<file path="src/rtl/pc_stack_unit.sv">
// Fetch-stage program counter with hold, jump, relative branch, and call/return
// through an internal LIFO of return addresses with sticky overflow/underflow flags.
module pc_stack_unit #(
    parameter int                    ADDR_WIDTH   = 8,
    parameter int                    STACK_DEPTH  = 4,
    parameter logic [ADDR_WIDTH-1:0] RESET_VECTOR = '0
) (
    input  logic                               clk,
    input  logic                               reset,
    input  logic                               hold,
    input  logic                               jump,
    input  logic [ADDR_WIDTH-1:0]              jump_addr,
    input  logic                               branch,
    input  logic [ADDR_WIDTH-1:0]              branch_off,
    input  logic                               call,
    input  logic                               ret,
    output logic [ADDR_WIDTH-1:0]              pc_out,
    output logic [$clog2(STACK_DEPTH+1)-1:0]   stack_count,
    output logic                               stack_ovf,
    output logic                               stack_unf
);

    localparam int CNT_W = $clog2(STACK_DEPTH + 1);
    localparam int IDX_W = (STACK_DEPTH > 1) ? $clog2(STACK_DEPTH) : 1;
    localparam int SLOTS = 1 << IDX_W;

    logic [ADDR_WIDTH-1:0] pc_r;
    logic [CNT_W-1:0]      cnt_r;
    logic                  ovf_r;
    logic                  unf_r;
    logic [ADDR_WIDTH-1:0] stack_r [SLOTS];

    logic [ADDR_WIDTH-1:0] pc_next_s;
    logic [CNT_W-1:0]      cnt_next_s;
    logic                  ovf_next_s;
    logic                  unf_next_s;
    logic                  push_s;
    logic [ADDR_WIDTH-1:0] pc_inc_s;
    logic [IDX_W-1:0]      top_idx_s;
    logic [IDX_W-1:0]      push_idx_s;
    logic                  hold_s;
    logic                  ret_s;
    logic                  call_s;
    logic                  jump_s;
    logic                  branch_s;

    // Unknown request levels must never trigger an action, so only a clean 1 counts.
    assign hold_s   = (hold   === 1'b1);
    assign ret_s    = (ret    === 1'b1);
    assign call_s   = (call   === 1'b1);
    assign jump_s   = (jump   === 1'b1);
    assign branch_s = (branch === 1'b1);

    assign pc_inc_s   = pc_r + ADDR_WIDTH'(1);
    assign top_idx_s  = IDX_W'(cnt_r - CNT_W'(1));
    assign push_idx_s = IDX_W'(cnt_r);

    // Prioritised next-state selection: hold > ret > call > jump > branch > increment.
    always_comb begin
        pc_next_s  = pc_inc_s;
        cnt_next_s = cnt_r;
        ovf_next_s = ovf_r;
        unf_next_s = unf_r;
        push_s     = 1'b0;
        if (hold_s) begin
            pc_next_s = pc_r;
        end else if (ret_s) begin
            if (cnt_r != CNT_W'(0)) begin
                pc_next_s  = stack_r[top_idx_s];
                cnt_next_s = cnt_r - CNT_W'(1);
            end else begin
                unf_next_s = 1'b1;
            end
        end else if (call_s) begin
            pc_next_s = jump_addr;
            if (cnt_r == CNT_W'(STACK_DEPTH)) begin
                ovf_next_s = 1'b1;
            end else begin
                push_s     = 1'b1;
                cnt_next_s = cnt_r + CNT_W'(1);
            end
        end else if (jump_s) begin
            pc_next_s = jump_addr;
        end else if (branch_s) begin
            pc_next_s = pc_r + branch_off;
        end else begin
            pc_next_s = pc_inc_s;
        end
    end

    // PC, stack depth and sticky flag registers.
    always_ff @(posedge clk or negedge reset) begin
        if (!reset) begin
            pc_r  <= RESET_VECTOR;
            cnt_r <= '0;
            ovf_r <= 1'b0;
            unf_r <= 1'b0;
        end else begin
            pc_r  <= pc_next_s;
            cnt_r <= cnt_next_s;
            ovf_r <= ovf_next_s;
            unf_r <= unf_next_s;
        end
    end

    // Return-address storage; cleared on reset so no slot ever holds an unknown value.
    always_ff @(posedge clk or negedge reset) begin
        if (!reset) begin
            for (int i = 0; i < SLOTS; i++) begin
                stack_r[i] <= '0;
            end
        end else if (push_s) begin
            stack_r[push_idx_s] <= pc_inc_s;
        end else begin
            stack_r <= stack_r;
        end
    end

    assign pc_out      = pc_r;
    assign stack_count = cnt_r;
    assign stack_ovf   = ovf_r;
    assign stack_unf   = unf_r;

endmodule

</file>
<file path="config.mk">
export PLATFORM = sky130hd
export DESIGN_NAME = pc_stack_unit
export DESIGN_NICKNAME = d
export VERILOG_FILES = /design/src/rtl/pc_stack_unit.sv
export SDC_FILE = /design/constraint.sdc
export NUM_CORES = 1
export LEC_CHECK = 0
export CORE_MARGIN = 2
export CORE_UTILIZATION = 28
export DETAILED_ROUTE_END_ITERATION = 12
export GPL_ROUTABILITY_DRIVEN = 0
export HOLD_SLACK_MARGIN = 0.12
export PLACE_DENSITY = 0.49
export SLEW_MARGIN = 10
export SYNTH_ARGS = -nofsm -noshare
export SYNTH_HDL_FRONTEND = slang
export SYNTH_SLANG_ARGS = --single-unit
export TNS_END_PERCENT = 100
</file>
<file path="constraint.sdc">
create_clock -name clk -period 3.4 [get_ports clk]
set_input_delay 0.34 -clock clk [delete_from_list [all_inputs] [get_ports clk]]
set_output_delay 0.34 -clock clk [all_outputs]
set_load 0.1 [all_outputs]
</file>
### After elaboration in Yosys (flattened, before gate mapping)

Cells that the tools add are included.

| storage, ports and cells | value |
|---|---|
| logic and storage cells | 53 |
| register bits | 45 |

| operators by class | value |
|---|---|
| reductions and logical operators | 6 |
| eq/ne operators | 8 |
| multiplexer cells | 19 |
| $add $sub $neg | 4 |
| bitwise operators | 5 |
| magnitude comparators | 3 |

Operators with widths:

| operator | count |
|---|---|
| 8-bit two-way mux | 8 |
| 32-bit bitwise mux | 1 |
| 8-bit binary-select mux with 2-bit select | 1 |
| 8-bit demux with 2-bit select | 1 |
| 3-bit two-way mux | 4 |
| 8-bit by 1-bit adder with 8-bit output, second input constant | 1 |
| 8-bit adder | 1 |
| 4-bit AND reduction | 2 |
| 3-bit >= comparator, second input constant | 2 |
| 2-bit NOT with 3-bit output | 2 |
| 1-bit === test, second input constant | 5 |
| 1-bit two-way mux | 4 |
| 3-bit by 1-bit adder with 3-bit output, second input constant | 1 |
| 3-bit equality test, second input constant | 1 |
| 3-bit by 1-bit < comparator with 1-bit output, second input constant | 1 |
| 1-bit NOT | 3 |
| 3-bit AND reduction | 1 |
| 3-bit nonzero test | 1 |
| 3-bit by 1-bit subtractor with 3-bit output, second input constant | 1 |
| 2-bit by 1-bit inequality test with 1-bit output, second input constant | 1 |
| 2-bit inequality test, second input constant | 1 |
| 2-bit nonzero test | 1 |
| 1-bit logical AND | 1 |

### Longest topological paths before layout

Gate-level depths: netlist (run 1).

| depth | value |
|---|---|
| depth in word-level cells | 7 |
| depth in mapped cells | 9 |
| depth with buffers taken out | 8 |

### Least setup slack after synthesis (run 1)

No wires, ideal clock.

| timing | value |
|---|---|
| path type | reg2reg |
| start | register cnt_r[0], in the netlist stack_count[0] |
| end | register pc_r[6], in the netlist pc_out[6] |
| setup slack | 561 ps |
| period minus slack after synthesis | 2839 ps |
| data required time | 3280 ps |
| arrival time | 2719 ps |
| library setup time | 120 ps |
| cell stages (with the launch flop) | 9 |
| cells stage by stage | dfrtp_1 -> buf_6 -> inv_1 -> ha_1 -> clkbuf_1 -> mux4_2 -> a221oi_1 -> o21ai_1 -> a31o_1 |

| between the ends | value |
|---|---|
| cells in the longest elaborated chain, start to end | 7 |

RTL lines:

| item | RTL line | text |
|---|---|---|
| start: declaration | 28 | `logic [CNT_W-1:0] cnt_r;` |
| start signal: assignment | 100 | `cnt_r <= cnt_next_s;` |
| 3-bit by 1-bit subtractor with 3-bit output | n/a |  |
| named net top_idx_s[0] | 39 | `logic [IDX_W-1:0] top_idx_s;` |
| 2-bit NOT with 3-bit output (not written as such) | 69 | `pc_next_s = stack_r[top_idx_s];` |
| 8-bit binary-select mux with 2-bit select | 69 |  |
| 8-bit two-way mux (not written as such) (2 in a row) | 69 |  |
| 8-bit two-way mux | 68 | `if (cnt_r != CNT_W'(0)) begin` |
| 8-bit two-way mux | 67 | `end else if (ret_s) begin` |
| end signal: assignment | 99 | `pc_r <= pc_next_s;` |
| end: declaration | 27 | `logic [ADDR_WIDTH-1:0] pc_r;` |

The timed path passes the listed nets, and every way through them passes these cells. The select of a mux whose other input is x is not followed.
A chain may end at the register's enable or synchronous reset.

### Final worst setup path (run 1)

| timing | value |
|---|---|
| start | register pc_r[0], in the netlist pc_out[0] |
| end | output pc_out[0] |

RTL lines:

| item | RTL line | text |
|---|---|---|
| end: declaration | 17 | `output logic [ADDR_WIDTH-1:0] pc_out,` |

No word-level cell between the ends.

==> metrics.txt, run 1 <==
Clk pwr share 13.3%; routed vias 2122; via/cell ratio 5.00; post-synthesis simple-gate area fraction 15.8%; f_max 397 MHz; largest family of logic cells by synthesized area compound AO/OA/AOI/OAI gates; CTS root buffer clkbuf_8; io pins 36; post-synthesis mux area share 8.51%; min cycle time layout 2.52 ns; Initial Util 28.8%; # Post-CTS Setup Buffers 0; final worst slack 0.880 ns; Worst VDD drop 382 µV; post-synthesis cell count 275; total core area 9200 µm²; Synth top cells by count nand2_1, o21ai_0, dfrtp_1; mapped cell area 2650 µm²; EDFF count, synth 0; Worst-Skew Late Latency 0.31 ns; TritonCTS Buffers 5; H-tree levels 2; Mapped Nets 313; full die area 10200 µm²; delay-heaviest family, CP buffers and inverters; Clock Sinks 45; switching share of power 48.5%; Slew Limit Fails 0; Reg clk slew, reported paths 0.10 ns; dpl ws 0.878 ns; Buf/Inv on CP 1; final hold vios 0; largest net degree at the start of global routing 32; WP data required 3.06 ns; Max Buffers Root-to-Sink 2; DRT Wirelength 6.86 mm; number of fill cells in the layout 957; multi-input logic area 1430 µm²; CP max-delay cell clkdlybuf4s50_1; CTS tree done; wire length per cell 16.2 µm; GRT overflow 0; Residual DRC 0; area share of fa/ha/maj cells after synthesis 7.37%; Net Sw Power 0.00153 W; post-synthesis sequential area ratio 42.5%; CP Capture Type primary output; CP peak stage delay 1.22 ns; crit path launch type flip-flop; num rows 35; kind of critical path reg -> out; crit-path cells clkdlybuf4s50_1; ys async rst share 100%; Max transition margin 34.2%; Yosys warnings 0; internal power 0.00162 W; Gate power share 55.7%; Layout area overhead 22.6%; post-CTS sizing 0; Synth area leaders dfrtp_1, o21ai_0, mux4_2; Crit Path Max Fanout 14; share of layout cells above drive strength 1 10.9%; Syn Area/Cell 9.63 µm²; Post-synth top flop dfrtp_1; DIE WIDTH 101 µm; total of max-cap violations 0; vias in the first global route 2115; first-pass GRT wire length 11.5 mm; Leakage 1.37 nW; Post-CTS Hold Buffers 1; remaining antenna violation count 0; detailed placement HPWL 5.11 mm; post-synthesis compound-gate area fraction 18.9%; Seq cells post-synth 45; worst-margin pin slew 0.983 ns; pwr dens 972 nW/µm²; sum of negative setup slack 0 ns; port bufs 35; reg2reg setup slack 0.92 ns; Worst Hold Class in -> async; register area 1130 µm²; DR iter-0 viols 105; initial antenna violation count 0; library cells used by synthesis 45; outcome finished, final reports clean; RSZ-0062 raised after global routing no; Flop pwr share 30.9%; Die H 101 µm; final setup vio count 0; top cell type by total area after synthesis dfrtp_1; nets 350; Yosys top cell area share 42.5%; xor/xnor share of the synthesized area 3.59%; fin crit share 74.1%; Worst EP arrival 2.18 ns; 1st-pass router iterations 4; diode count 0; clock skew 0.00989 ns; GRT Total Usage 14.5%
==> power by group through the flow <==
stage	Sequential (W)	Clock, W	Combinational (W)
3_3_place_gp	0.000985	0	0.00176
4_1_cts	0.000979	0.000436	0.00177
3_5_place_dp	0.000990	0	0.00177
2_1_floorplan	0.00143	0	0.000861
6_report	0.000976	0.000421	0.00176
5_1_grt	0.00101	0.000457	0.00192
==> final timing paths <==
| check | startpoint | endpoint | depth (start not counted) |
|---|---|---|---|
| min reg2reg | stack_unf | stack_unf | 1 |
| max in group asynchronous | reset | stack_r[16] | 3 |
| min | reset | pc_out[7] | 2 |
| max reg2reg | pc_out[0] | pc_out[4] | 8 |
| min in group clk | stack_unf | stack_unf | 1 |
| max | pc_out[0] | pc_out[0] | 1 |
==> metrics by stage <==
| stage | util, % | instances | cell area, µm² | hold WS (ns) | power (W) |
|---|---|---|---|---|---|
| final | 35.3 | 424 | 3250 | 0.466 | 0.00315 |
| after global routing | 35.3 | 424 | 3250 | 0.495 | 0.00340 |
| after CTS | 35.3 | 424 | 3250 | 0.482 | 0.00319 |
| after detailed placement | 33.9 | 415 | 3120 | 0.281 | 0.00276 |
| after global placement | 33.9 | 415 | 3120 | 0.285 | 0.00274 |
| after floorplan | - | 275 | 2650 | 0.0444 | 0.00229 |
==> cells by family after synthesis <==
family / after synthesis
AO/OA/AOI/OAI: 84
buffers and inverters: 21
multiplexers: 12
adder cells (fa/ha/maj): 15
flip-flops: 45
XOR/XNOR: 10
AND/OR/NAND/NOR: 88
==> routing by layer <==
layer / GRT usage [%] / wire, µm
met4: 4.26 / 121
met1: 20.7 / 3340
met5: 0 / 0
met3: 2.83 / 338
met2: 22.5 / 3070
==> layout by cell type, fill, tap and decap left out, types with 7 or more instances in the layout <==
cell / n
a21oi_1: 10
buf_4: 7
clkdlybuf4s50_1: 33
dfrtp_1: 45
ha_1: 14
inv_1: 9
mux4_2: 8
nand2_1: 46
nor2_1: 16
o21ai_0: 46
==> flip-flops by register name, indices dropped and copies added (netlist names) <==
name / cells
stack_ovf: 1
pc_out: 8
stack_r: 32
stack_unf: 1
stack_count: 3
==> area by class of cell <==
class,instances,area share [%]
Clock buffer,5,2.12
Clock inverter,3,1.43
Inverter,9,1.04
Multi-Input combinational cell,209,44.2
Sequential cell,45,34.7
Tap cell,111,4.28
Timing Repair Buffer,42,12.3
No activity file was read; power rests on OpenSTA's default activity.
==> inputs of run 2 (changes only) <==
- clock period: 3.4 -> 2.48 ns (I/O delays scaled with it)
==> run 2 against run 1 <==
Worst setup slack got worse by 0.50 ns. Sequential share of layout area decreased by 0.30 points. Clock skew fell by 0.0064 ns. Routed wire length is 4.0% higher. Clock power is 12% higher. Non-clock buffer count is 13 higher. Cell area grew 1.5%. Via count increased by 1.0%. Count of clock-buffer cells in the layout did not move. Worst hold slack improved by 0.018 ns. Largest power group unchanged.
==> metrics.txt, run 2 (same netlist as run 1, synthesis figures left out) <==
Worst EP arrival 2.28 ns (+0.10 ns); wire length per cell 16.3 µm (+0.91%); Reg2Reg Launch Point stack_count[0]; Net Sw Power 0.00212 W (+39%); largest net degree at the start of global routing 26 (-19%); total of max-cap violations 0 (unchanged); first-pass GRT wire length 11.5 mm (about the same); num rows 35 (unchanged); Leakage 1.43 nW (+4.3%); Gate power share 58.6% (+2.9 points); pwr dens 1300 nW/µm² (+34%); Worst VDD drop 629 µV (+65%); share of layout cells above drive strength 1 19.3% (+8.5 points); sum of negative setup slack 0 ns (unchanged); kind of critical path in -> reg; worst-margin pin slew 0.626 ns (-0.358 ns); largest register by flop count stack_r; Die H 101 µm (unchanged); Residual DRC 0 (unchanged); WP data required 2.66 ns (-0.40 ns); # Post-CTS Setup Buffers 0 (unchanged); DIE WIDTH 101 µm (unchanged); DRT Wirelength 7.14 mm (+4.0%); Reg clk slew, reported paths 0.09 ns (about the same); reg2reg end stack_r[26]; H-tree levels 2 (unchanged); full die area 10200 µm² (unchanged); Clock Sinks 45 (unchanged); Overall Power 0.00429 W (+36%); detailed placement HPWL 5.34 mm (+4.7%); Reg2Reg Depth 8 (unchanged); Crit Path Max Fanout 3 (-11); final setup vio count 0 (unchanged); reg2reg setup slack 0.40 ns (-0.52 ns); switching share of power 49.5% (+0.92 points); total core area 9200 µm² (unchanged); final worst slack 0.385 ns (-0.495 ns); Max Buffers Root-to-Sink 2 (unchanged); min cycle time layout 2.10 ns; TritonCTS Buffers 5 (unchanged); Layout area overhead 24.5%; port bufs 35 (unchanged); post-CTS sizing 0 (unchanged); initial antenna violation count 0 (unchanged); hold path startpoint stack_r[13]; RSZ-0062 raised after global routing no; Worst Hold Class reg -> reg; nets 363 (+3.7%); vias in the first global route 2161 (+2.2%); CP Capture Type flip-flop; Worst Hold End stack_r[13]; diode count 0 (unchanged); fin crit share 84.5%; Clk pwr share 11.0% (-2.3 points); 1st-pass router iterations 4 (unchanged); max reg flops 32 (unchanged); remaining antenna violation count 0 (unchanged); GRT overflow 0 (unchanged); internal power 0.00217 W (+34%); CTS root buffer clkbuf_8; commonest cells after routing, fill and taps aside nand2_1, o21ai_0, dfrtp_1; Flop pwr share 30.4% (-0.5 points); routed vias 2144 (+1.0%); Max transition margin 58.3% (+24 points); via/cell ratio 4.91 (-2.0%); Fin Hold WS 0.484 ns (+0.0175 ns); Slew Limit Fails 0 (unchanged); crit path launch type input port; DR iter-0 viols 113 (+7.6%); f_max 477 MHz; CTS tree done; Worst-Skew Late Latency 0.30 ns (about the same); dpl ws 0.0563 ns (-0.822 ns); Initial Util 28.8% (unchanged); outcome finished, final reports clean; final hold vios 0 (unchanged); io pins 36 (unchanged); WHS Path Cells 2; clock skew 0.00346 ns (-0.00643 ns); GRT Total Usage 14.6% (+0.074 points)
==> run 2: cell count changes in the layout (fill, tap and decap cells not counted), sizes merged <==
| cell | change |
|---|---|
| clkdlybuf4s50 | -12 |
| buf | +25 |
| inv | +1 |
| bufinv | -1 |
==> run 2: area by class of cell <==
class | instances | area, µm²
Inverter | 9 | 33.8
Fill cell | 944 | 5900
Sequential cell | 45 | 1130
Tap cell | 111 | 139
Clock buffer | 5 | 68.8
Clock inverter | 3 | 21.3
Timing Repair Buffer | 55 | 465
Multi-Input combinational cell | 209 | 1430
==> run 2: power groups by stage <==
stage	Sequential, W	Clock [W]	Combinational [W]
2_1_floorplan	0.00198	0	0.00118
3_3_place_gp	0.00131	0	0.00251
3_5_place_dp	0.00132	0	0.00253
4_1_cts	0.00131	0.000497	0.00254
5_1_grt	0.00135	0.000518	0.00274
6_report	0.00130	0.000472	0.00251
==> run 2: worst max-delay path by stage <==
stage	start	to	slack, ns	depth (start not counted)
final	branch_off[0]	pc_out[4]	0.38	9
after floorplan	stack_count[0]	pc_out[6]	0.04	8
after detailed placement	branch_off[0]	pc_out[4]	0.06	9
after global routing	branch_off[0]	pc_out[4]	0.20	9
after CTS	branch_off[0]	pc_out[4]	0.38	9
after global placement	branch_off[0]	pc_out[4]	0.08	9
==> run 2: timing repair <==
item	CTS	global route
setup endpoints to repair	0	0
hold buffers	1	0
endpoints found under the hold margin	24	0
==> run 2: per-layer routing <==
metal / track usage, % / vias to the layer above / routed length [µm]
li1: - / 1081 / -
met3: 2.48 / 6 / 312
met1: 19.0 / 1006 / 3360
met5: 0 / - / 0
met2: 25.6 / 51 / 3410
met4: 2.91 / 0 / 57
==> run 2: worst max-delay path, stage by stage <==
cell,delay [ns]
clkdlybuf4s50_1,0.46
ha_1,0.18
inv_1,0.06
fa_1,0.39
nand2b_1,0.18
a21oi_1,0.19
a21oi_1,0.06
a2111oi_0,0.36
o21ai_0,0.14
==> run 2: through the flow <==
step                std cells  instance area, µm²  utilization [%]
floorplan                 275                2660                -
global placement          428                3200             34.7
detailed placement        428                3200             34.7
CTS                       437                3300             35.8
global route              437                3300             35.8
finish                    437                3300             35.8
